### config.mk
export PLATFORM = sky130hd
export DESIGN_NAME = gb_out_packer
export DESIGN_NICKNAME = d
export VERILOG_FILES = /design/src/rtl/gb_pkg.sv /design/src/rtl/gb_axis_reg.sv /design/src/rtl/gb_out_packer.sv
export SDC_FILE = /design/constraint.sdc
export NUM_CORES = 1
export LEC_CHECK = 0
export ABC_AREA = 1
export CAP_MARGIN = 10
export CORE_AREA = 3 3 108 110
export DETAILED_ROUTE_END_ITERATION = 10
export DIE_AREA = 0 0 111 113
export GPL_TIMING_DRIVEN = 0
export PLACE_DENSITY_LB_ADDON = 0.15
export SYNTH_ARGS = -nofsm -noshare
export SYNTH_HDL_FRONTEND = slang
export SYNTH_HIERARCHICAL = 1
export SYNTH_SLANG_ARGS = --single-unit
### constraint.sdc
create_clock -name clk -period 2.96 [get_ports clk]
set_clock_uncertainty 0.1 [all_clocks]
set_input_delay 0.296 -clock clk [delete_from_list [all_inputs] [get_ports clk]]
set_output_delay 0.296 -clock clk [all_outputs]
set_load 0.01 [all_outputs]
### src/rtl/gb_pkg.sv
// Shared definitions for the Gaussian-blur output stream path.
package gb_pkg;

  localparam int unsigned GB_PIX_W    = 8;
  localparam int unsigned GB_WORD_W   = 32;
  localparam int unsigned GB_LANES    = 4;

  localparam int          GB_COLS_DEF = 480;
  localparam int          GB_ROWS_DEF = 640;

  localparam int unsigned GB_COL_W    = 9;
  localparam int unsigned GB_ROW_W    = 10;

  // One outgoing AXI-stream beat.
  typedef struct packed {
    logic [GB_WORD_W-1:0] data;
    logic [GB_LANES-1:0]  keep;
    logic                 last;
    logic                 user;
  } gb_word_t;

  // Byte-valid mask covering lanes 0..lane inclusive.
  function automatic logic [GB_LANES-1:0] gb_keep_mask(input logic [1:0] lane);
    logic [GB_LANES-1:0] m;
    m = '0;
    for (int unsigned i = 0; i < GB_LANES; i++) begin
      m[i] = (i <= 32'(lane));
    end
    return m;
  endfunction

endpackage

### src/rtl/gb_axis_reg.sv
// Single-entry AXI-stream output register; contents hold while stalled.
module gb_axis_reg
  import gb_pkg::*;
(
  input  logic     clk,
  input  logic     rst,
  input  logic     i_load,
  input  gb_word_t i_word,
  input  logic     i_ready,
  output logic     o_valid,
  output gb_word_t o_word
);

  // Load a new beat, otherwise drop valid once the current beat is taken.
  always_ff @(posedge clk) begin
    if (rst) begin
      o_valid <= 1'b0;
      o_word  <= '0;
    end else if (i_load) begin
      o_valid <= 1'b1;
      o_word  <= i_word;
    end else if (o_valid && i_ready) begin
      o_valid <= 1'b0;
    end
  end

endmodule

### src/rtl/gb_out_packer.sv
// Packs the blur core's 8-bit pixel stream into 32-bit AXI-stream words
// with row (TLAST) and frame (TUSER) framing and a frame-done pulse.
module gb_out_packer
  import gb_pkg::*;
#(
  parameter int COLS = GB_COLS_DEF,
  parameter int ROWS = GB_ROWS_DEF
) (
  input  logic                  clk,
  input  logic                  rst,
  input  logic                  step,
  input  logic [GB_PIX_W-1:0]   s_TDATA,
  input  logic                  s_TVALID,
  output logic                  s_TREADY,
  output logic [GB_WORD_W-1:0]  m_TDATA,
  output logic [GB_LANES-1:0]   m_TKEEP,
  output logic                  m_TVALID,
  input  logic                  m_TREADY,
  output logic                  m_TLAST,
  output logic                  m_TUSER,
  output logic                  frame_done,
  output logic [GB_COL_W-1:0]   col_idx,
  output logic [GB_ROW_W-1:0]   row_idx
);

  localparam logic [GB_COL_W-1:0] LAST_COL = GB_COL_W'(COLS - 1);
  localparam logic [GB_ROW_W-1:0] LAST_ROW = GB_ROW_W'(ROWS - 1);

  logic [1:0]           r_lane;
  logic [GB_WORD_W-1:0] r_pack;
  logic [GB_COL_W-1:0]  r_col;
  logic [GB_ROW_W-1:0]  r_row;
  logic                 r_eof_tag;
  logic                 r_frame_done;

  logic     w_closes;
  logic     w_s_fire;
  logic     w_m_fire;
  logic     w_load;
  logic     w_m_valid;
  gb_word_t w_new_word;
  gb_word_t w_out_word;

  assign w_closes = (r_lane == 2'd3) || (r_col == LAST_COL);

  // A closing byte needs the output slot; partial bytes go straight to the pack register.
  assign s_TREADY = step && !rst && (!w_closes || !w_m_valid || m_TREADY);
  assign w_s_fire = s_TVALID && s_TREADY;
  assign w_m_fire = w_m_valid && m_TREADY;
  assign w_load   = w_s_fire && w_closes;

  // Assemble the word a closing byte would produce: held lanes, the new byte, zero above.
  always_comb begin
    w_new_word = '0;
    for (int unsigned i = 0; i < GB_LANES; i++) begin
      if (i < 32'(r_lane)) begin
        w_new_word.data[8*i +: 8] = r_pack[8*i +: 8];
      end else if (i == 32'(r_lane)) begin
        w_new_word.data[8*i +: 8] = s_TDATA;
      end
    end
    w_new_word.keep = gb_keep_mask(r_lane);
    w_new_word.last = (r_col == LAST_COL);
    w_new_word.user = (r_row == '0) && (r_col < GB_COL_W'(4));
  end

  // Accumulate non-closing bytes; a closing byte restarts at lane 0.
  always_ff @(posedge clk) begin
    if (rst) begin
      r_lane <= '0;
      r_pack <= '0;
    end else if (w_s_fire) begin
      if (w_closes) begin
        r_lane <= '0;
      end else begin
        r_pack[{r_lane, 3'b000} +: 8] <= s_TDATA;
        r_lane                        <= r_lane + 2'd1;
      end
    end
  end

  // Column/row position of the next pixel to be accepted.
  always_ff @(posedge clk) begin
    if (rst) begin
      r_col <= '0;
      r_row <= '0;
    end else if (w_s_fire) begin
      if (r_col == LAST_COL) begin
        r_col <= '0;
        r_row <= (r_row == LAST_ROW) ? '0 : r_row + GB_ROW_W'(1);
      end else begin
        r_col <= r_col + GB_COL_W'(1);
      end
    end
  end

  // End-of-frame tag travels with the held word; pulse once it is taken downstream.
  always_ff @(posedge clk) begin
    if (rst) begin
      r_eof_tag    <= 1'b0;
      r_frame_done <= 1'b0;
    end else begin
      if (w_load) begin
        r_eof_tag <= w_new_word.last && (r_row == LAST_ROW);
      end
      r_frame_done <= w_m_fire && r_eof_tag;
    end
  end

  gb_axis_reg u_out_reg (
    .clk     (clk),
    .rst     (rst),
    .i_load  (w_load),
    .i_word  (w_new_word),
    .i_ready (m_TREADY),
    .o_valid (w_m_valid),
    .o_word  (w_out_word)
  );

  assign m_TVALID   = w_m_valid;
  assign m_TDATA    = w_out_word.data;
  assign m_TKEEP    = w_out_word.keep;
  assign m_TLAST    = w_out_word.last;
  assign m_TUSER    = w_out_word.user;
  assign frame_done = r_frame_done;
  assign col_idx    = r_col;
  assign row_idx    = r_row;

endmodule

=== Word level (Yosys, flattened, before mapping) ===
Cells that the tools add are included.

* Magnitude comparators: 7
* Muxes and demuxes: 13
* Reductions and logical operators: 19
* Equality and inequality tests: 6
* Bitwise operators: 1
* $add $sub $neg: 4
* Shifts and indexed selects: 2

{| class="wikitable"
|+ Operators by type and width
! cell !! number
|-
| two-way mux 8 bit || 7
|-
| bitwise mux 32 bit || 1
|-
| variable shift 8 x 7 -> 32 bit (first input constant) || 1
|-
| indexed part select 8 x 7 -> 32 bit || 1
|-
| adder 10 x 1 -> 10 bit (second input constant) || 1
|-
| equality test 10 bit (second input constant) || 1
|-
| zero test 10 bit || 1
|-
| two-way mux 10 bit || 1
|-
| adder 9 x 1 -> 9 bit (second input constant) || 1
|-
| equality test 9 bit (second input constant) || 1
|-
| less-than comparator 9 x 3 -> 1 bit (second input constant) || 1
|-
| two-way mux 9 bit || 1
|-
| logical AND 1 bit || 8
|-
| negation 5 -> 7 bit || 1
|-
| equality test 2 bit (first input constant) || 2
|-
| less-or-equal comparator 2 bit (first input constant) || 2
|-
| less-than comparator 1 x 2 -> 1 bit (first input constant) || 2
|-
| AND reduction 2 bit || 2
|-
| zero test 1 bit || 3
|-
| logical OR 1 bit || 3
|-
| adder 2 x 1 -> 2 bit (second input constant) || 1
|-
| equality test 1 x 2 -> 1 bit (first input constant) || 1
|-
| equality test 2 bit (second input constant) || 1
|-
| less-or-equal comparator 1 x 2 -> 1 bit (first input constant) || 1
|-
| other kinds (6) || 7
|}

* Logic and storage cells: 63
* Register bits: 94
* Output and inout bits: 60
* Input port bits: 13

=== Longest topological paths before layout ===
Gate-level depths: netlist of run 1.

* Word-level depth: 9
* Mapped depth: 14
* Gate-level depth less buffers: 11

=== By module ===
Netlist of run 1, hierarchy kept.

{| class="wikitable"
|+ Modules (own cells, without submodules)
! module !! instances !! sequential area each (um2) !! cells each !! area each (um2)
|-
| gb_out_packer || 1 || 940.9 || 458 || 2892.8
|-
| gb_axis_reg || 1 || 780.7 || 170 || 1362.6
|}

=== Worst setup path before layout of run 1 ===
Ideal clock, no wire load.

* Path kind: flip-flop to flip-flop
* From: register r_lane[0]
* To: register u_out_reg/o_word[28] (netlist bit)
* Clock period less this slack: 2.051 ns
* Setup time: 0.116 ns
* Stages on the path, launching flop included: 13
* Path slack: 0.909 ns
* Arrival time: 1.836 ns
* Path buffers: 4
* Required time: 2.744 ns
* Cell sequence: dfxtp_1 > ha_1 > clkbuf_1 > inv_1 > nand2_4 > nand4_1 > inv_1 > buf_6 > inv_4 > buf_6 > buf_6 > nor2_1 > nor2_1

* Cells in the longest elaborated chain, start to end: 8
* Elaborated cells between the ends (all ways): 12
* Classes of those cells: order compare: 1; eq/ne: 2; mux: 2; reduce/logical: 7

{| class="wikitable"
|+ Ends and longest elaborated chain
! what !! RTL line !! RTL
|-
| from (decl) || gb_out_packer.sv:29 || <nowiki>logic [1:0] r_lane;</nowiki>
|-
| from (signal assigned) || gb_out_packer.sv:77 || <nowiki>r_lane <= r_lane + 2'd1;</nowiki>
|-
| equality test 2 bit (*) || gb_out_packer.sv:44 || <nowiki>assign w_closes = (r_lane == 2'd3) || (r_col == LAST_COL);</nowiki>
|-
| logical OR 1 bit (*) || gb_out_packer.sv:44 ||
|-
| zero test 1 bit || gb_out_packer.sv:47 || <nowiki>assign s_TREADY = step && !rst && (!w_closes || !w_m_valid || m_TREADY);</nowiki>
|-
| logical OR 1 bit (2 in a row) || gb_out_packer.sv:47 ||
|-
| logical AND 1 bit || gb_out_packer.sv:47 ||
|-
| logical AND 1 bit || gb_out_packer.sv:48 || <nowiki>assign w_s_fire = s_TVALID && s_TREADY;</nowiki>
|-
| logical AND 1 bit (*) || gb_out_packer.sv:50 || <nowiki>assign w_load = w_s_fire && w_closes;</nowiki>
|-
| net w_load || gb_out_packer.sv:39 || <nowiki>logic w_load;</nowiki>
|-
| to (signal assigned) || gb_axis_reg.sv:21 || <nowiki>o_word <= i_word;</nowiki>
|-
| to (decl) || gb_axis_reg.sv:11 || <nowiki>output gb_word_t o_word</nowiki>
|}

Mark *: on every way through the listed nets, which the timed path passes. The rest lies on a longest branch.
A chain may end at the register's enable or synchronous reset.

=== Final worst setup path of run 1 ===
* From: register r_lane[0]
* To: output port s_TREADY

* Cells in the longest elaborated chain, start to end: 6

{| class="wikitable"
|+ Ends and longest elaborated chain
! what !! RTL line !! RTL
|-
| equality test 2 bit || gb_out_packer.sv:44 ||
|-
| logical OR 1 bit || gb_out_packer.sv:44 ||
|-
| zero test 1 bit || gb_out_packer.sv:47 ||
|-
| logical OR 1 bit (2 in a row) || gb_out_packer.sv:47 ||
|-
| logical AND 1 bit || gb_out_packer.sv:47 ||
|-
| to (decl) || gb_out_packer.sv:14 || <nowiki>output logic s_TREADY,</nowiki>
|}

No other way between the ends.

==> results.md, run 1 <==
- Status: completed
- Vias/cell: 4.78
- Post-CTS Resized: 0
- Synthesized cell area: 0.00426 sq mm
- Cts bufs inserted: 9
- Critical path class: reg2out
- Power density cells: 425 mW/mm^2
- Hold slack: 0.359 ns
- Initial antenna violation count: 0
- Non-filler instance count after layout: 856
- Seq/Total Area, Yosys: 40.5%
- Dpl cells: 840
- Max-slew violations: 0
- Tightest Hold Check Type: reg2reg
- Final nets: 734
- Effective utilization at floorplan: 39.4%
- Crit end category: output port
- DRT Wirelength: 11200 um
- I/O pin count: 73
- Num Clock Sinks: 86
- Total gr overflow: 0
- I/O Buffers: 72
- Worst setup SP type: register
- WL/cell: 13.1 um
- Actual slew at the worst max-slew pin: 0.534 ns
- Final setup vio count: 0
- Die area: 0.0125 sq mm
- RSZ-0062 raised after global routing: no
- # hold bufs at CTS: 0
- N_diodes: 0
- First-pass GRT wire length: 19200 um
- Arrival time worst endpoint: 2.35 ns
- Row count: 38
- Most common cell after layout, fill and taps aside: nor2_1
- Router iterations before antenna repair: 4
- Pin count of the biggest net entering global routing: 14
- Netlist cell types: 36
- Max Buffers Root-to-Sink: 2
- Static leakage: 2.33 nW
- Fraction of layout cells with a size suffix above 1: 7.82%
- CTS tree: yes
- DR iter-0 viols: 223
- Die X: 111 um
- Critical Path RT: 2.56 ns
- Commonest non-fill, non-tap cells in the layout: 160 x nor2_1, 143 x nand2_1, 86 x dfxtp_1
- Slew Limit Headroom: 64.4%
- Vias in the first global route: 3998
- GRT Total Usage: 18.6%
- Max VDD drop: 0.000313 V
- Core area: 0.0108 sq mm
- CP Max Fanout: 10
- Vias: 4094
- Final hold violations: 0
- Syn Nets: 651
- Depth of the CTS H-tree: 3
- Max-capacitance violation count: 0
- Final GP Congestion: 0.861
- Area growth syn-to-layout: 26.6%
- Syn avg cell area: 6.78 sq um
- DP HPWL: 8400 um
- Clock transition at the registers of the reported paths: 0.09 ns
- Clk_lat worst skew: 0.35 ns
- Synthesis Warnings: 6
- Routed Antenna Nets: 0
- Peak Freq: 365 MHz
- Setup TNS: 0 ns
- Residual DRC: 0
- Post-CTS setup buffers: 0
- CTS root buffer: clkbuf_8
- #FFs+latches synth: 86
- Tmin final: 2.74 ns
- Cells after Synth: 628
- Die Ht: 113 um
- Crit share post-route: 92.6%
## registers in the layout, indices dropped and copies added, names as in the netlist
name and cells:
u_out_reg/o_valid 1, u_out_reg/o_word 38, frame_done 1, r_pack 24, col_idx 9, r_eof_tag 1
r_lane 2, row_idx 10
## worst max-delay path: stages (launching register included)
cell and delay, ns:
dfxtp_1 0.49, ha_1 0.22, clkbuf_1 0.41, inv_1 0.15
nand2_4 0.12, a21boi_0 0.11, clkdlybuf4s50_1 0.50
## power by group
group / leakage (nW) / switching (mW) / internal [mW]
clock network: 0.120 / 0.413 / 0.544
logic: 1.52 / 0.102 / 0.0535
registers: 0.694 / 0.00724 / 1.17
## cells in the mapped netlist, drive strengths merged
master / instances / area [sq um]
o21bai: 2 / 15.0
clkbuf: 14 / 55.1
nor4: 2 / 12.5
nor2: 169 / 682
clkinv: 1 / 5.00
a21oi: 15 / 82.6
nor3: 9 / 50.1
conb: 1 / 3.75
inv: 53 / 201
nand2: 148 / 583
buf: 13 / 106
nand3: 20 / 118
a21boi: 1 / 7.51
ha: 10 / 125
xor2: 5 / 43.8
dfxtp: 86 / 1720
nand4: 7 / 73.8
or2: 1 / 6.26
xnor2: 2 / 17.5
o21ai: 69 / 345
## worst paths after layout
check	depth (start not counted)	slack (ns)	from	end
worst max register to register	12	0.36	r_lane[0]	u_out_reg/o_word[30]
worst min-delay path	2	0.36	r_eof_tag	frame_done
worst max-delay path	6	0.22	r_lane[0]	s_TREADY
worst min register to register	2	0.36	r_eof_tag	frame_done
## area by class of cell
class	count	area (sq um)
fill	1112	5410
multi-input combinational	461	2170
sequential	86	1720
timing repair buffer	72	721
inverter	54	206
tap	140	175
clock buffer	13	169
buffer	27	161
clock inverter	3	65.1
## routing by layer
layer	up-vias	share of wire, %	GRT usage, %
met3	8	5.5	4.71
met4	0	0.73	3.20
met2	74	47	30.6
li1	2118	-	-
met5	-	0	0
met1	1894	47	25.1
## stage by stage
step / utilization, % / area (sq um) / setup WS, ns / power, mW
2_1_floorplan: - / 4260 / 0.909 / 1.29
6_report: 49.9 / 5390 / 0.218 / 2.29
3_5_place_dp: 47.7 / 5150 / 0.355 / 1.36
5_1_grt: 49.9 / 5390 / 0.0827 / 2.38
3_3_place_gp: 47.7 / 5150 / 0.381 / 1.35
4_1_cts: 49.9 / 5390 / 0.194 / 2.32
## logic make-up after synthesis
kind of cell	share of synthesized area [%]
DFF	40.5
and+or+nand+nor	35.8
adders and majority gates	2.94
xor gates and xnor gates	1.44
buffers and inverters	8.64
AOI/OAI and AO/OA	10.6
other	0.0881
No activity file was read; power rests on OpenSTA's default activity.
==> inputs of run 2 (changes only) <==
Settings changed: CORE_AREA 3 3 108 110 to 3 3 94 96, DIE_AREA 0 0 111 113 to 0 0 97 99, GPL_ROUTABILITY_DRIVEN from default to 0.
==> run 2 against run 1 <==
  * Combinational power about the same
  * Sequential power about the same
  * Routed wire length down 5.1%
  * Core utilization up 15 points
  * Maximum frequency down 0.53%
  * First-iteration DRC count down 13%
  * Setup slack worse by 0.015 ns
  * Power down 8.3%
  * Global-route usage up 4.3 points
  * Register-to-register slack better by 0.05 ns
  * Cell count down 4.1%
  * Non-clock buffer count unchanged
  * Critical endpoint unchanged
  * Largest power group unchanged
==> results.md, run 2 (synthesized netlist as in run 1, its figures left out) <==
- RSZ-0062 raised after global routing: no
- GRT Total Usage: 22.9%
- Max-slew violations: 0
- Hold slack: 0.370 ns
- CP startpoint: r_lane[0]
- FF-to-FF Start: r_lane[0]
- Worst path max stage delay: 0.51 ns
- Router iterations before antenna repair: 4
- Status: completed
- R2R cell count: 12
- Critical Path RT: 2.56 ns
- Delay-heaviest family, CP: buffers and inverters
- N_diodes: 0
- Post-CTS Resized: 0
- Cts bufs inserted: 9
- Largest register FFs: 38
- CP Cell Sequence: ha_1 > clkbuf_1 > inv_1 > nand2_4 > a21boi_0 > clkdlybuf4s50_1
- Reg2reg end: u_out_reg/o_word[28]
- Final hold violations: 0
- Vias/cell: 5.04
- DR iter-0 viols: 195
- Core area: 0.00813 sq mm
- Die Ht: 99 um
- Max-capacitance violation count: 0
- Gr busiest metal: met2
- Num Clock Sinks: 86
- Crit end category: output port
- # hold bufs at CTS: 0
- Setup TNS: 0 ns
- Depth of the CTS H-tree: 3
- Final nets: 734
- Crit path max-delay cell type: clkdlybuf4s50_1
- Tmin final: 2.76 ns
- Arrival time worst endpoint: 2.36 ns
- Routed Antenna Nets: 0
- CTS tree: yes
- DRT Wirelength: 10700 um
- Post-layout util: 65.0%
- Fraction of layout cells with a size suffix above 1: 7.96%
- Met2 Use GR: 42.4%
- Die area: 0.00960 sq mm
- DP HPWL: 8110 um
- Row count: 33
- I/O Buffers: 72
- Vias: 4141
- Static leakage: 2.29 nW
- Timing endpoint of the critical path: s_TREADY
- CP Depth: 6
- Die X: 97 um
- Tot Pwr: 2.10 mW
- Power density cells: 396 mW/mm^2
- Reg2Reg Setup Slack: 0.41 ns
- Most common cell after layout, fill and taps aside: nor2_1
- Initial antenna violation count: 0
- CP Max Fanout: 10
- Max Buffers Root-to-Sink: 2
- Vias in the first global route: 4128
- CTS root buffer: clkbuf_8
- Actual slew at the worst max-slew pin: 0.525 ns
- Crit share post-route: 93.1%
- Post-DP Area: 0.00511 sq mm
- Clock transition at the registers of the reported paths: 0.09 ns
- Worst setup SP type: register
- Design area: 0.00529 sq mm
- Pin count of the biggest net entering global routing: 17
- Commonest non-fill, non-tap cells in the layout: 160 x nor2_1, 143 x nand2_1, 86 x dfxtp_1
- Final setup vio count: 0
- Clk_lat worst skew: 0.37 ns
- Slew Limit Headroom: 65.0%
- Max VDD drop: 0.000229 V
- Critical path class: reg2out
- Peak Freq: 363 MHz
- Buffers & Inverters on Critical Path: 3
- WL/cell: 13.0 um
- M1 GR Usage: 26.6%
- Hold Crit Start: r_eof_tag
- Met3 usage: 3.26%
- Largest Register: u_out_reg/o_word
- First-pass GRT wire length: 18300 um
- Area growth syn-to-layout: 24.3%
- Residual DRC: 0
- Post-CTS setup buffers: 0
- Tightest Hold Check Type: reg2reg
- Total gr overflow: 0
- I/O pin count: 73
- Effective utilization at floorplan: 52.3%
==> run 2: metrics by stage <==
stage	setup WS (ns)	std cells
3_3_place_gp	0.421	805
4_1_cts	0.190	821
3_5_place_dp	0.380	805
5_1_grt	0.0412	821
2_1_floorplan	0.909	628
6_report	0.204	821
==> run 2: area by class of cell <==
type | count | area (sq um)
fillers | 728 | 2850
multi-input cells | 461 | 2170
flip-flops and latches | 86 | 1720
repair buffers | 72 | 721
inverters | 54 | 206
plain buffers | 27 | 161
well taps | 105 | 131
clock buffers | 9 | 124
clock inverters | 7 | 57.6
==> run 2: where the power goes <==
group	total, mW	switching [mW]	internal [mW]
combinational	0.156	0.102	0.0537
sequential	1.17	0.00738	1.17
clock	0.766	0.454	0.313
==> run 2: worst min path at each step <==
stage,cells past startpoint,slack (ns),to
5_1_grt,2,0.38,frame_done
3_5_place_dp,2,0.35,frame_done
6_report,2,0.37,frame_done
3_3_place_gp,2,0.35,frame_done
2_1_floorplan,1,0.26,u_out_reg/o_valid
4_1_cts,2,0.36,frame_done
==> run 2: worst register-to-register path: cells and delay by family, from the launching register on <==
| family | cells | cell delay, ns |
|---|---|---|
| buffers and inverters | 7 | 1.25 |
| flip-flops | 1 | 0.49 |
| AND/OR/NAND/NOR | 4 | 0.40 |
| adder cells (fa/ha/maj) | 1 | 0.22 |
==> run 2: layer usage <==
| layer | share of wire [%] | vias up |
|---|---|---|
| met5 | 0 | - |
| met4 | 2.1 | 0 |
| met3 | 4.9 | 21 |
| met2 | 51 | 89 |
| met1 | 42 | 1912 |
| li1 | - | 2119 |
==> inputs of run 3 (changes only) <==
Settings changed: CORE_AREA 3 3 94 96 to 3 3 101 103, DIE_AREA 0 0 97 99 to 0 0 104 106, SYNTH_HIERARCHICAL 1 to default.
==> run 3 against run 2 <==
  * Synthesized area is 2.2% lower
  * Core utilization fell by 8.8 points
  * Count of clock-buffer cells in the layout unchanged
  * Sequential power hardly changed
  * Power grew 0.39%
  * Clock power rose by 2%
  * Combinational power shrank 4%
  * Sequential cell count is the same
  * Global-route usage fell by 2.2 points
  * Register-to-register slack improved by 0.31 ns
  * Die area grew 15%
  * Largest power group unchanged
  * Highest routed layer unchanged
==> results.md, run 3 <==
- Status: completed
- Internal: 1.53 mW
- #FFs+latches synth: 86
- Syn avg cell area: 6.84 sq um
- DP HPWL: 8520 um
- DRT Wirelength: 11300 um
- Largest Register: u_out_reg.o_word
- Core area: 0.00928 sq mm
- I/O pin count: 73
- Critical path class: reg2out
- Area share of the largest cell type after synthesis: 41.4%
- Clock share of power: 37.2%
- Netlist cell types: 33
- Effective utilization at floorplan: 44.8%
- Post-synth ARST share: 0%
- Die X: 104 um
- Post-CTS Resized: 0
- Worst setup SP type: register
- Residual DRC: 0
- Vias/cell: 4.93
- Vias in the first global route: 3830
- Setup TNS: 0 ns
- Max-capacitance violation count: 0
- Total gr overflow: 0
- Final setup vio count: 0
- Pin count of the biggest net entering global routing: 17
- N_diodes: 0
- Comb power frac: 7.1%
- Cts bufs inserted: 9
- Clock transition at the registers of the reported paths: 0.09 ns
- Tmin final: 2.54 ns
- Die Ht: 106 um
- Initial antenna violation count: 0
- Num Clock Sinks: 86
- Slew Limit Headroom: 62.3%
- Critical Path RT: 2.56 ns
- Syn Nets: 631
- WL/cell: 13.8 um
- DR iter-0 viols: 200
- Post-synth EDFFs: 0
- Router iterations before antenna repair: 4
- Most common cell after layout, fill and taps aside: nand2_1
- Max Buffers Root-to-Sink: 2
- CP Max Fanout: 5
- Routed Antenna Nets: 0
- Crit share post-route: 85.8%
- Final nets: 713
- Crit end category: output port
- Actual slew at the worst max-slew pin: 0.565 ns
- Power density cells: 403 mW/mm^2
- CTS root buffer: clkbuf_8
- R2R cell count: 8
- Commonest non-fill, non-tap cells in the layout: 186 x nand2_1, 86 x dfxtp_1, 83 x nor2_1
- Post-CTS setup buffers: 0
- Largest register FFs: 38
- WHS Path Cells: 2
- Cells after Synth: 608
- RSZ-0062 raised after global routing: no
- Max VDD drop: 0.000254 V
- Clk_lat worst skew: 0.36 ns
- Peak Freq: 394 MHz
- Arrival time worst endpoint: 2.14 ns
- Row count: 35
- First-pass GRT wire length: 18700 um
- Die area: 0.0110 sq mm
- Top-count cell post-synth: nand2_1
- Area growth syn-to-layout: 25.3%
- Vias: 4062
- Synth cell count leaders: 186 x nand2_1, 86 x dfxtp_1, 83 x nor2_1
- Seq/Total Area, Yosys: 41.4%
- I/O Buffers: 71
- GRT Total Usage: 20.7%
- Top FF cell, synth: dfxtp_1
- Fillers: 940
- Tot Pwr: 2.10 mW
- Synth area leader: dfxtp_1
- # hold bufs at CTS: 0
- Max-slew violations: 0
- Final hold violations: 0
- Synthesis Warnings: 0
- Top cells by area, synth: dfxtp_1 41%, nand2_1 17%, nor2_1 7.5%
- Depth of the CTS H-tree: 3
- Hold slack: 0.216 ns
- Post-DP Area: 0.00503 sq mm
- Sequential share of power: 55.7%
- Synthesized cell area: 0.00416 sq mm
- P_sw: 0.578 mW
- Static leakage: 1.94 nW
- Design area: 0.00522 sq mm
- Fraction of layout cells with a size suffix above 1: 7.63%
- Tightest Hold Check Type: in2reg
- CTS tree: yes
- Switching share of power: 27.5%
## run 3: cell types whose count changed in the layout (fill, tap and decap cells not counted), moves of 4 or more
cell and delta:
nor2_1 -77, nand2_1 +43, a21oi_1 +33, o21ai_0 -24
nand3_1 +10, o21ai_1 -6, inv_1 -4
## run 3: stage by stage
stage               std cells  util (%)  setup slack (ns)
floorplan                 608         -              1.14
global placement          808      54.2             0.533
detailed placement        808      54.2             0.530
CTS                       824      56.2             0.405
global route              824      56.2             0.305
finish                    824      56.2             0.419
## run 3: cell type report
type                            count  area [sq um]  share of cell area, %
Buffer                             25           139                   2.66
Clock buffer                        9           124                   2.38
Clock inverter                      7          57.6                   1.10
Inverter                           50           188                   3.60
Multi-Input combinational cell    447          2110                   40.5
Sequential cell                    86          1720                   33.0
Tap cell                          129           161                   3.10
Timing Repair Buffer               71           711                   13.6
## run 3: worst paths after layout
check,start,to,slack [ns]
worst max-delay path,col_idx[0],s_TREADY,0.42
worst min-delay path,rst,u_out_reg.o_word[9],0.22
worst max register to register,r_lane[0],u_out_reg.o_word[12],0.72
worst min register to register,u_out_reg.o_word[5],u_out_reg.o_word[5],0.35
## run 3: cell families (layout without fill, tap and decap cells)
logic type	count (synthesis)	count (layout)	share of synthesized area [%]
compound gates	92	92	11.5
xor+xnor	5	5	1.05
fa+ha+maj	10	10	3.01
buf+inv	75	162	7.85
flops	86	86	41.4
simple gates	340	340	35.2
## run 3: power by group through the flow
stage | Combinational (mW) | Sequential [mW] | Clock (mW)
4_1_cts | 0.148 | 1.17 | 0.796
2_1_floorplan | 0.0897 | 1.20 | 0
3_3_place_gp | 0.147 | 1.20 | 0
5_1_grt | 0.166 | 1.17 | 0.847
3_5_place_dp | 0.148 | 1.20 | 0
6_report | 0.150 | 1.17 | 0.783
## run 3: per-layer routing
layer / vias up / part of all wire (%) / GRT usage [%]
met5: - / 0 / 0
met4: 0 / 0.89 / 6.36
met3: 10 / 4.8 / 3.83
met2: 88 / 43 / 32.5
met1: 1867 / 51 / 28.9
li1: 2097 / - / -
## run 3: critical path, stage by stage (launching register included)
cell	delay (ns)
dfxtp_1	0.36
ha_1	0.25
nand3_2	0.13
nor2_2	0.06
nand2_1	0.09
nand2_2	0.08
a21boi_0	0.22
clkdlybuf4s50_1	0.59
